`src/rtl/vend_fsm_gen_if.sv`:
```
// Vending controller bus: coin/command inputs and display/eject outputs.
// The slave modport faces the controller, the master modport faces the command decoders.
interface vend_fsm_gen_if #(
  parameter int BAL_W  = 9,
  parameter int ITEM_W = 3
);
  logic              coin_a, coin_b, confirm, cancel;
  logic [ITEM_W-1:0] item_sel;
  logic [2:0]        state;
  logic [BAL_W-1:0]  credit, price;
  logic              change_a, change_b, coin_reject, change_short;
  logic              color_flag, seven_seg_enb;

  modport slave (
    input  coin_a, coin_b, confirm, cancel, item_sel,
    output state, credit, price, change_a, change_b, coin_reject,
           change_short, color_flag, seven_seg_enb
  );

  modport master (
    output coin_a, coin_b, confirm, cancel, item_sel,
    input  state, credit, price, change_a, change_b, coin_reject,
           change_short, color_flag, seven_seg_enb
  );
endinterface

```
`src/rtl/vend_fsm_gen.sv`:
```
// Credit-accumulating vending controller with price table, two coin types, refund and coin-pulse change.
// Define VEND_TIMEOUT_EN to add a PAY inactivity timeout that behaves like cancel.
module vend_fsm_gen #(
  parameter int BAL_W  = 9,
  parameter int ITEM_W = 3,
  parameter logic [(2**ITEM_W)*BAL_W-1:0] PRICE_TABLE =
    {9'd225, 9'd200, 9'd175, 9'd150, 9'd125, 9'd100, 9'd75, 9'd50},
  parameter int COIN_A = 25,
  parameter int COIN_B = 10,
  parameter int unsigned DELAY_CYCLES = 500000000,
  parameter int unsigned GAP_CYCLES   = 50000000,
  parameter longint unsigned TIMEOUT_CYCLES = 64'd3000000000
) (
  input  logic           clk,
  input  logic           reset,
  vend_fsm_gen_if.slave  bus
);

  typedef enum logic [2:0] {
    IDLE = 3'd0, LOAD = 3'd1, PAY = 3'd2, DISPENSE = 3'd3, CHANGE = 3'd4, DONE = 3'd5
  } state_t;

  localparam int unsigned CNT_MAX = (DELAY_CYCLES > GAP_CYCLES) ? DELAY_CYCLES : GAP_CYCLES;
  localparam int CNT_W = (CNT_MAX < 2) ? 1 : $clog2(CNT_MAX + 1);

  state_t             state_q, state_d;
  logic [BAL_W-1:0]   credit_q, credit_d, price_q, price_d, rem_q, rem_d;
  logic [CNT_W-1:0]   cnt_q, cnt_d;
  logic               ca_q, ca_d, cb_q, cb_d, rej_q, rej_d, short_q, short_d;
  logic [BAL_W:0]     sum_a, sum_b;
  logic               tmo;

  // One extra bit catches overflow of the credit register.
  assign sum_a = {1'b0, credit_q} + (BAL_W+1)'(COIN_A);
  assign sum_b = {1'b0, credit_q} + (BAL_W+1)'(COIN_B);

`ifdef VEND_TIMEOUT_EN
  localparam int TCNT_W = (TIMEOUT_CYCLES < 2) ? 1 : $clog2(TIMEOUT_CYCLES + 1);
  logic [TCNT_W-1:0] tcnt_q;

  // Credit only moves in PAY on an accepted coin, so a change restarts the idle window.
  always_ff @(posedge clk or negedge reset) begin
    if (!reset)                                      tcnt_q <= '0;
    else if (state_q != PAY || credit_d != credit_q) tcnt_q <= '0;
    else if (!tmo)                                   tcnt_q <= tcnt_q + TCNT_W'(1);
  end

  assign tmo = (state_q == PAY) && (tcnt_q == TCNT_W'(TIMEOUT_CYCLES - 1));
`else
  assign tmo = 1'b0;
`endif

  always_ff @(posedge clk or negedge reset) begin
    if (!reset) begin
      state_q  <= IDLE;
      credit_q <= '0;
      price_q  <= '0;
      rem_q    <= '0;
      cnt_q    <= '0;
      ca_q     <= 1'b0;
      cb_q     <= 1'b0;
      rej_q    <= 1'b0;
      short_q  <= 1'b0;
    end else begin
      state_q  <= state_d;
      credit_q <= credit_d;
      price_q  <= price_d;
      rem_q    <= rem_d;
      cnt_q    <= cnt_d;
      ca_q     <= ca_d;
      cb_q     <= cb_d;
      rej_q    <= rej_d;
      short_q  <= short_d;
    end
  end

  always_comb begin
    state_d  = state_q;
    credit_d = credit_q;
    price_d  = price_q;
    rem_d    = rem_q;
    cnt_d    = cnt_q;
    ca_d     = 1'b0;
    cb_d     = 1'b0;
    rej_d    = bus.coin_a | bus.coin_b;
    short_d  = short_q;
    case (state_q)
      IDLE: begin
        credit_d = '0;
        price_d  = BAL_W'(bus.item_sel);
        if (bus.confirm) begin
          state_d = LOAD;
          short_d = 1'b0;
        end
      end
      LOAD: begin
        price_d = PRICE_TABLE[bus.item_sel*BAL_W +: BAL_W];
        state_d = PAY;
      end
      PAY: begin
        rej_d = 1'b0;
        if (bus.cancel || tmo) begin
          rej_d   = bus.coin_a | bus.coin_b;
          rem_d   = credit_q;
          cnt_d   = '0;
          state_d = (tmo && credit_q == '0) ? DONE : CHANGE;
        end else begin
          if (bus.coin_a) begin
            if (!sum_a[BAL_W]) credit_d = sum_a[BAL_W-1:0];
            else               rej_d    = 1'b1;
            if (bus.coin_b)    rej_d    = 1'b1;
          end else if (bus.coin_b) begin
            if (!sum_b[BAL_W]) credit_d = sum_b[BAL_W-1:0];
            else               rej_d    = 1'b1;
          end
          // Compares the registered credit, so the paying coin lands one cycle earlier.
          if (credit_q >= price_q) begin
            state_d = DISPENSE;
            cnt_d   = CNT_W'(DELAY_CYCLES - 1);
          end
        end
      end
      DISPENSE: begin
        if (cnt_q == '0) begin
          state_d = CHANGE;
          rem_d   = credit_q - price_q;
          cnt_d   = '0;
        end else begin
          cnt_d = cnt_q - CNT_W'(1);
        end
      end
      CHANGE: begin
        if (cnt_q != '0) begin
          cnt_d = cnt_q - CNT_W'(1);
        end else if (rem_q >= BAL_W'(COIN_A)) begin
          ca_d  = 1'b1;
          rem_d = rem_q - BAL_W'(COIN_A);
          cnt_d = CNT_W'(GAP_CYCLES);
        end else if (rem_q >= BAL_W'(COIN_B)) begin
          cb_d  = 1'b1;
          rem_d = rem_q - BAL_W'(COIN_B);
          cnt_d = CNT_W'(GAP_CYCLES);
        end else begin
          state_d = DONE;
          short_d = (rem_q != '0);
        end
      end
      DONE: begin
        credit_d = '0;
        price_d  = '0;
        rem_d    = '0;
        state_d  = IDLE;
      end
      default: state_d = IDLE;
    endcase
  end

  assign bus.state         = state_q;
  assign bus.credit        = credit_q;
  assign bus.price         = price_q;
  assign bus.change_a      = ca_q;
  assign bus.change_b      = cb_q;
  assign bus.coin_reject   = rej_q;
  assign bus.change_short  = short_q;
  assign bus.color_flag    = (state_q == DISPENSE);
  assign bus.seven_seg_enb = (state_q != DISPENSE);

endmodule

```
`src/flat_wrapper.sv`:
```
// flat-port wrapper written by rule: the top's interface ports become plain ports
module vend_fsm_gen_flat 
#(
  parameter int BAL_W  = 9,
  parameter int ITEM_W = 3,
  parameter logic [(2**ITEM_W)*BAL_W-1:0] PRICE_TABLE =
    {9'd225, 9'd200, 9'd175, 9'd150, 9'd125, 9'd100, 9'd75, 9'd50},
  parameter int COIN_A = 25,
  parameter int COIN_B = 10,
  parameter int unsigned DELAY_CYCLES = 500000000,
  parameter int unsigned GAP_CYCLES   = 50000000,
  parameter longint unsigned TIMEOUT_CYCLES = 64'd3000000000
)
  (clk, reset, bus_coin_a, bus_coin_b, bus_confirm, bus_cancel, bus_item_sel, bus_state, bus_credit, bus_price, bus_change_a, bus_change_b, bus_coin_reject, bus_change_short, bus_color_flag, bus_seven_seg_enb);
  vend_fsm_gen_if #(.BAL_W(BAL_W), .ITEM_W(ITEM_W)) bus_i ();
  input  logic clk;
  input  logic reset;
  input wire logic [$bits(bus_i.coin_a)-1:0] bus_coin_a;
  input wire logic [$bits(bus_i.coin_b)-1:0] bus_coin_b;
  input wire logic [$bits(bus_i.confirm)-1:0] bus_confirm;
  input wire logic [$bits(bus_i.cancel)-1:0] bus_cancel;
  input wire logic [$bits(bus_i.item_sel)-1:0] bus_item_sel;
  output wire logic [$bits(bus_i.state)-1:0] bus_state;
  output wire logic [$bits(bus_i.credit)-1:0] bus_credit;
  output wire logic [$bits(bus_i.price)-1:0] bus_price;
  output wire logic [$bits(bus_i.change_a)-1:0] bus_change_a;
  output wire logic [$bits(bus_i.change_b)-1:0] bus_change_b;
  output wire logic [$bits(bus_i.coin_reject)-1:0] bus_coin_reject;
  output wire logic [$bits(bus_i.change_short)-1:0] bus_change_short;
  output wire logic [$bits(bus_i.color_flag)-1:0] bus_color_flag;
  output wire logic [$bits(bus_i.seven_seg_enb)-1:0] bus_seven_seg_enb;
  assign bus_i.coin_a = bus_coin_a;
  assign bus_i.coin_b = bus_coin_b;
  assign bus_i.confirm = bus_confirm;
  assign bus_i.cancel = bus_cancel;
  assign bus_i.item_sel = bus_item_sel;
  assign bus_state = bus_i.state;
  assign bus_credit = bus_i.credit;
  assign bus_price = bus_i.price;
  assign bus_change_a = bus_i.change_a;
  assign bus_change_b = bus_i.change_b;
  assign bus_coin_reject = bus_i.coin_reject;
  assign bus_change_short = bus_i.change_short;
  assign bus_color_flag = bus_i.color_flag;
  assign bus_seven_seg_enb = bus_i.seven_seg_enb;
  vend_fsm_gen #(.BAL_W(BAL_W), .ITEM_W(ITEM_W), .PRICE_TABLE(PRICE_TABLE), .COIN_A(COIN_A), .COIN_B(COIN_B), .DELAY_CYCLES(DELAY_CYCLES), .GAP_CYCLES(GAP_CYCLES), .TIMEOUT_CYCLES(TIMEOUT_CYCLES)) u_core (.clk(clk), .reset(reset), .bus(bus_i));
endmodule
```
`config.mk`:
```
export PLATFORM = sky130hd
export DESIGN_NAME = vend_fsm_gen_flat
export DESIGN_NICKNAME = d
export VERILOG_FILES = /design/src/rtl/vend_fsm_gen_if.sv /design/src/rtl/vend_fsm_gen.sv /design/src/flat_wrapper.sv
export SDC_FILE = /design/constraint.sdc
export NUM_CORES = 1
export LEC_CHECK = 0
export BUFFER_PORTS_ARGS = -buffer_cell sky130_fd_sc_hd__buf_2
export CORE_MARGIN = 2
export CORE_UTILIZATION = 55
export CTS_CLUSTER_DIAMETER = 60
export DETAILED_ROUTE_END_ITERATION = 16
export PLACE_DENSITY = 0.86
export SLEW_MARGIN = 10
export SYNTH_ARGS = -nofsm -noshare
export SYNTH_HDL_FRONTEND = slang
export SYNTH_SLANG_ARGS = --single-unit
```
`constraint.sdc`:
```
create_clock -name clk -period 4.03 [get_ports clk]
set_input_delay 0 -clock clk [delete_from_list [all_inputs] [get_ports clk]]
set_output_delay 0 -clock clk [all_outputs]
set_load 0.1 [all_outputs]
```
-- Word-level counts from Yosys, hierarchy flattened
Cells that the tools add are included.
- $add $sub $neg: 6
- multiply operators: 1
- magnitude comparators: 3
- equal/unequal tests: 19
- shift-type cells: 1
- multiplexer cells: 47
- bitwise gates (word level): 1
- reductions and logical operators: 15
- operator list (operator ; number):
    $mux 29 ; 6
    $mux 9 ; 10
    $pmux 29 s3 ; 1
    $shiftx 72x8->9 const A ; 1
    $pmux 9 s4 ; 1
    $logic_not 29->1 ; 1
    $reduce_bool 29->1 ; 1
    $sub 29x1->29 const B ; 1
    $pmux 9 s3 ; 1
    $mux 3 ; 7
    $mux 1 ; 18
    $pmux 9 s2 ; 1
    $pmux 3 s5 ; 1
    $reduce_and 5->1 ; 3
    $ne 2x2->1 const B ; 6
    $add 9x4->10 const B ; 1
    $add 9x5->10 const B ; 1
    $ge 9x4->1 const B ; 1
    $ge 9x5->1 const B ; 1
    $ge 9x9->1 ; 1
    $ne 3x3->1 const B ; 3
    $reduce_bool 9->1 ; 1
    $sub 9x4->9 const B ; 1
    $sub 9x5->9 const B ; 1
    18 further kinds ; 23
- flip-flop bits (word level): 63
- bits of input ports: 9
- logic and storage cells: 102

-- Longest topological paths before layout
- word-level depth: 6
- depth in mapped cells: 11
- gate-level depth less buffers: 10

-- Least setup slack after synthesis
Ideal clock, no wire load.
- path kind: reg-to-reg
- start: reg u_core.state_q[1] (netlist: u_core.bus.state[1])
- end: reg u_core.cnt_q[24]
- setup time: 0.079 ns
- data arrival time: 3.155 ns
- path slack: 0.796 ns
- stages on the path, launching flop included: 10
- buffers on the path: 2
- clock period less this slack: 3.234 ns
- cells stage by stage: dfrtp_1 -> clkbuf_1 -> nand3b_1 -> inv_1 -> nor2_1 -> a31oi_1 -> clkbuf_1 -> o21ai_0 -> nand3_1 -> o2bb2ai_1
- word-level cells in the longest chain between the ends: 3
- elaborated cells on any way between the ends: 8
- those cells by class: eq/ne (5); mux (1); reduce/logical (2)
- RTL lines (item ; line ; RTL):
    start, declared ; vend_fsm_gen.sv:26 ; state_t state_q, state_d;
    start signal, assigned ; vend_fsm_gen.sv:65 ; state_q <= state_d;
    $eq 3x2->1 (*) ; - ;
    named net bus_color_flag ; flat_wrapper.sv:30 ; output wire logic [$bits(bus_i.color_flag)-1:0] bus_color_flag;
    $reduce_bool 3->1 (no source line) ; - ;
    $reduce_and 3->1 (no source line) ; - ;
    end signal, assigned ; vend_fsm_gen.sv:69 ; cnt_q <= cnt_d;
    end, declared ; vend_fsm_gen.sv:28 ; logic [CNT_W-1:0] cnt_q, cnt_d;
The timed path passes the listed nets; every way through them passes the cells marked *.
A chain may end at the register's enable or synchronous reset.

-- Worst setup path in the final report
- start: reg u_core.cnt_q[0]
- end: reg u_core.cnt_q[0]
- word-level cells in the longest chain between the ends: 3
- elaborated cells on any way between the ends: 8
- those cells by class: add/sub (1); eq/ne (1); mux (3); reduce/logical (3)
- RTL lines (item ; line ; RTL):
    $sub 29x1->29 (tied with other cells) ; vend_fsm_gen.sv:129, vend_fsm_gen.sv:134 ;
    $mux 29 (tied with other cells) ; vend_fsm_gen.sv:133 ; if (cnt_q != '0) begin
    $pmux 29 s3 or $reduce_and 3->1 (tied branches) ; - ;
Several ways; a longest one is shown, not always the timed one.

==> metrics.yaml <==
min_period_ns: 3.214
nets: 609
r2r_cells: 8
synth.area.top_cells: "dfrtp_1, o21ai_0, ha_1, nor2_1, a21oi_1"
p_leak_nw: 2.272
synth_warnings: 0
avgRoutedWirePerCell_um: 18.47
total_power_mw: 4.935
synth_nets: 584
vias: 4707
root_buffer: "clkbuf_8"
synth_edf_count: 0
cts_sinks: 62
synth.most_common_cell: "dfrtp_1"
ys_ff_latch: 62
slew_headroom_pct: 33.07
ant_nets: 0
core_um2: 8134
syn_inst: 555
arrival_ns: 3.42
h-tree-depth: 3
worst_slew_pin_slew_ns: 1.004
synth_top_area_cell: "dfrtp_1"
rsz0062_at_grt: "false"
yosys.area.top_type_share_pct: 33.83
maxSlewViolCount: 0
numCtsBuffers: 9
die_w_um: 95.31
nFillCells: 659
grt_max_degree: 63
cts.clk_slew.worst_paths_ns: 0.07
num_antenna_cells: 0
post_cts_buffers: 0
endpoint_kind: "register"
postLayoutCoreUtil_pct: 62.47
drc_errors: 0
grt_pass1_wl_mm: 20.84
clk_path_buf_depth: 2
fin_tns_setup_ns: 0
cap_violations: 0
dp_hpwl_mm: 8.667
ioPinCount: 36
num_rows: 33
seq_area_frac_synth_pct: 33.83
dp_cells: 671
p_per_area_nw_per_um2: 971.2
cts_tree: "yes"
async_flop_share_pct: 100.0
holdPathStages: 3
fin_hold_ws_ns: 0.01424
worst-path-max-fanout: 12
fmax_mhz: 311.2
via_per_inst: 6.822
clkLatencyLatePin_ns: 0.35
period_share_pct: 79.74
drt_first_pass_iters: 7
grt_pass1_vias: 4282
area_growth_syn_to_layout_pct: 10.80
synth_flop_cell: "dfrtp_1"
drive_above_1_share_pct: 13.16
antenna_found_initial: 0
netlist_area_um2: 4586
hold_viol: 0
syn_area_per_cell_um2: 8.262
instances_no_fill: 690
critPathKind: "reg2reg"
min_path_type: "in2reg"
vdd_drop_max_mv: 0.8014
gp_congestion: 1.044
die_h_um: 95.31
routed_wl_mm: 12.74
overflow: 0
start_util_pct: 56.38
skew_ns: 0.01263
grt_usage_pct: 29.33
synth_top_cells_by_count: "dfrtp_1, nor2_1, o21ai_0"
synth.distinct_cells: 66
worst_setup_path_start_kind: "register"
status: "complete, no violations"
cp.required_ns: 4.23
cts_resized: 0
portBuffers: 34
drt_iter0_drc: 437
setup_viol: 0
dieArea_um2: 9084
final timing paths:
kind | from | endpoint | slack [ns]
setup / recovery | u_core.cnt_q[0] | u_core.cnt_q[0] | 0.82
hold / removal | bus_item_sel[1] | u_core.bus.price[1] | 0.01
setup reg to reg | u_core.cnt_q[0] | u_core.cnt_q[0] | 0.82
hold reg to reg | u_core.cnt_q[26] | u_core.cnt_q[26] | 0.50
max in group asynchronous | reset | u_core.cnt_q[3] | 3.16
min in group asynchronous | reset | u_core.bus.credit[2] | 0.35
critical path: stages, from the launching register on:
cell	delay, ns
dfrtp_1	0.41
inv_1	0.11
ha_1	0.23
nor3b_1	0.51
nand4_1	0.37
nor3_2	0.43
a21oi_1	0.41
nand2_1	0.44
a21oi_1	0.16
area by class of cell:
type | count | area, µm² | area share, %
Clock buffer | 10 | 137.6 | 2.709
Clock inverter | 6 | 85.08 | 1.674
Inverter | 23 | 86.33 | 1.699
Multi-Input combinational cell | 437 | 2814 | 55.38
Sequential cell | 62 | 1551 | 30.53
Tap cell | 105 | 131.4 | 2.586
Timing Repair Buffer | 47 | 275.3 | 5.417
kinds of logic after synthesis:
| group | after synthesis | synth area share, % |
|---|---|---|
| AOI/OAI and AO/OA | 202 | 29.82 |
| and+or+nand+nor | 195 | 21.83 |
| other | 1 | 0.08178 |
| muxes | 7 | 1.583 |
| buffers and inverters | 56 | 4.939 |
| xor gates and xnor gates | 12 | 2.292 |
| adders and majority gates | 20 | 5.621 |
| DFF | 62 | 33.83 |
through the flow:
stage	setup WS [ns]	area, µm²
6_report	0.8165	5081
5_1_grt	0.6333	5081
4_1_cts	0.9152	5075
3_5_place_dp	1.042	4822
3_3_place_gp	1.088	4822
2_1_floorplan	0.7963	4586
cells in the final DEF (no fill, tap or decap), types with 4 or more instances in the layout:
| cell type | Yosys | final |
|---|---|---|
| a22o_1 | 15 | 15 |
| o31ai_1 | 8 | 8 |
| a21oi_1 | 34 | 34 |
| mux2i_1 | 5 | 5 |
| nor2b_1 | 7 | 7 |
| o211ai_1 | 8 | 8 |
| nor3b_1 | 4 | 4 |
| nor2_1 | 53 | 53 |
| nand2b_1 | 5 | 5 |
| buf_4 | 1 | 10 |
| a21o_1 | 17 | 17 |
| or3_1 | 7 | 7 |
| xor2_1 | 9 | 9 |
| nor3_1 | 22 | 22 |
| inv_1 | 23 | 23 |
| clkbuf_8 | 0 | 10 |
| nand2_1 | 38 | 38 |
| o21ai_0 | 50 | 50 |
| o2bb2ai_1 | 6 | 6 |
| o21a_1 | 7 | 7 |
| dfrtp_1 | 62 | 62 |
| and3_1 | 5 | 5 |
| or4_1 | 4 | 4 |
| nand4_1 | 7 | 7 |
| a211oi_1 | 6 | 6 |
| ha_1 | 19 | 19 |
| a31oi_1 | 21 | 20 |
| buf_2 | 4 | 34 |
| nand3_1 | 19 | 19 |
power by group:
part           switching (mW)  total [mW]  internal (mW)
clock network           0.265       0.627          0.363
registers               0.347        1.19          0.843
logic                    2.12        3.12           1.00
sequential cells by signal, summed over array words and instances (netlist names):
signal and flops:
u_core.bus.price 8, u_core.bus.credit 9, u_core.bus.state 3, u_core.bus.change_b 1, u_core.rem_q 9, u_core.bus.change_a 1, u_core.bus.coin_reject 1, u_core.bus.change_short 1
u_core.cnt_q 29
per-layer routing:
metal	GRT usage [%]	share of wire [%]
met5	0	0
met4	11.59	2.4
met3	4.664	8.7
met2	45.89	47
met1	40.71	42
what timing repair did:
action,CTS,global route
endpoints found under the setup margin,0,0
endpoints found under the hold margin,64,0
hold buffers,3,0
(Power assumes the default switching activity.)
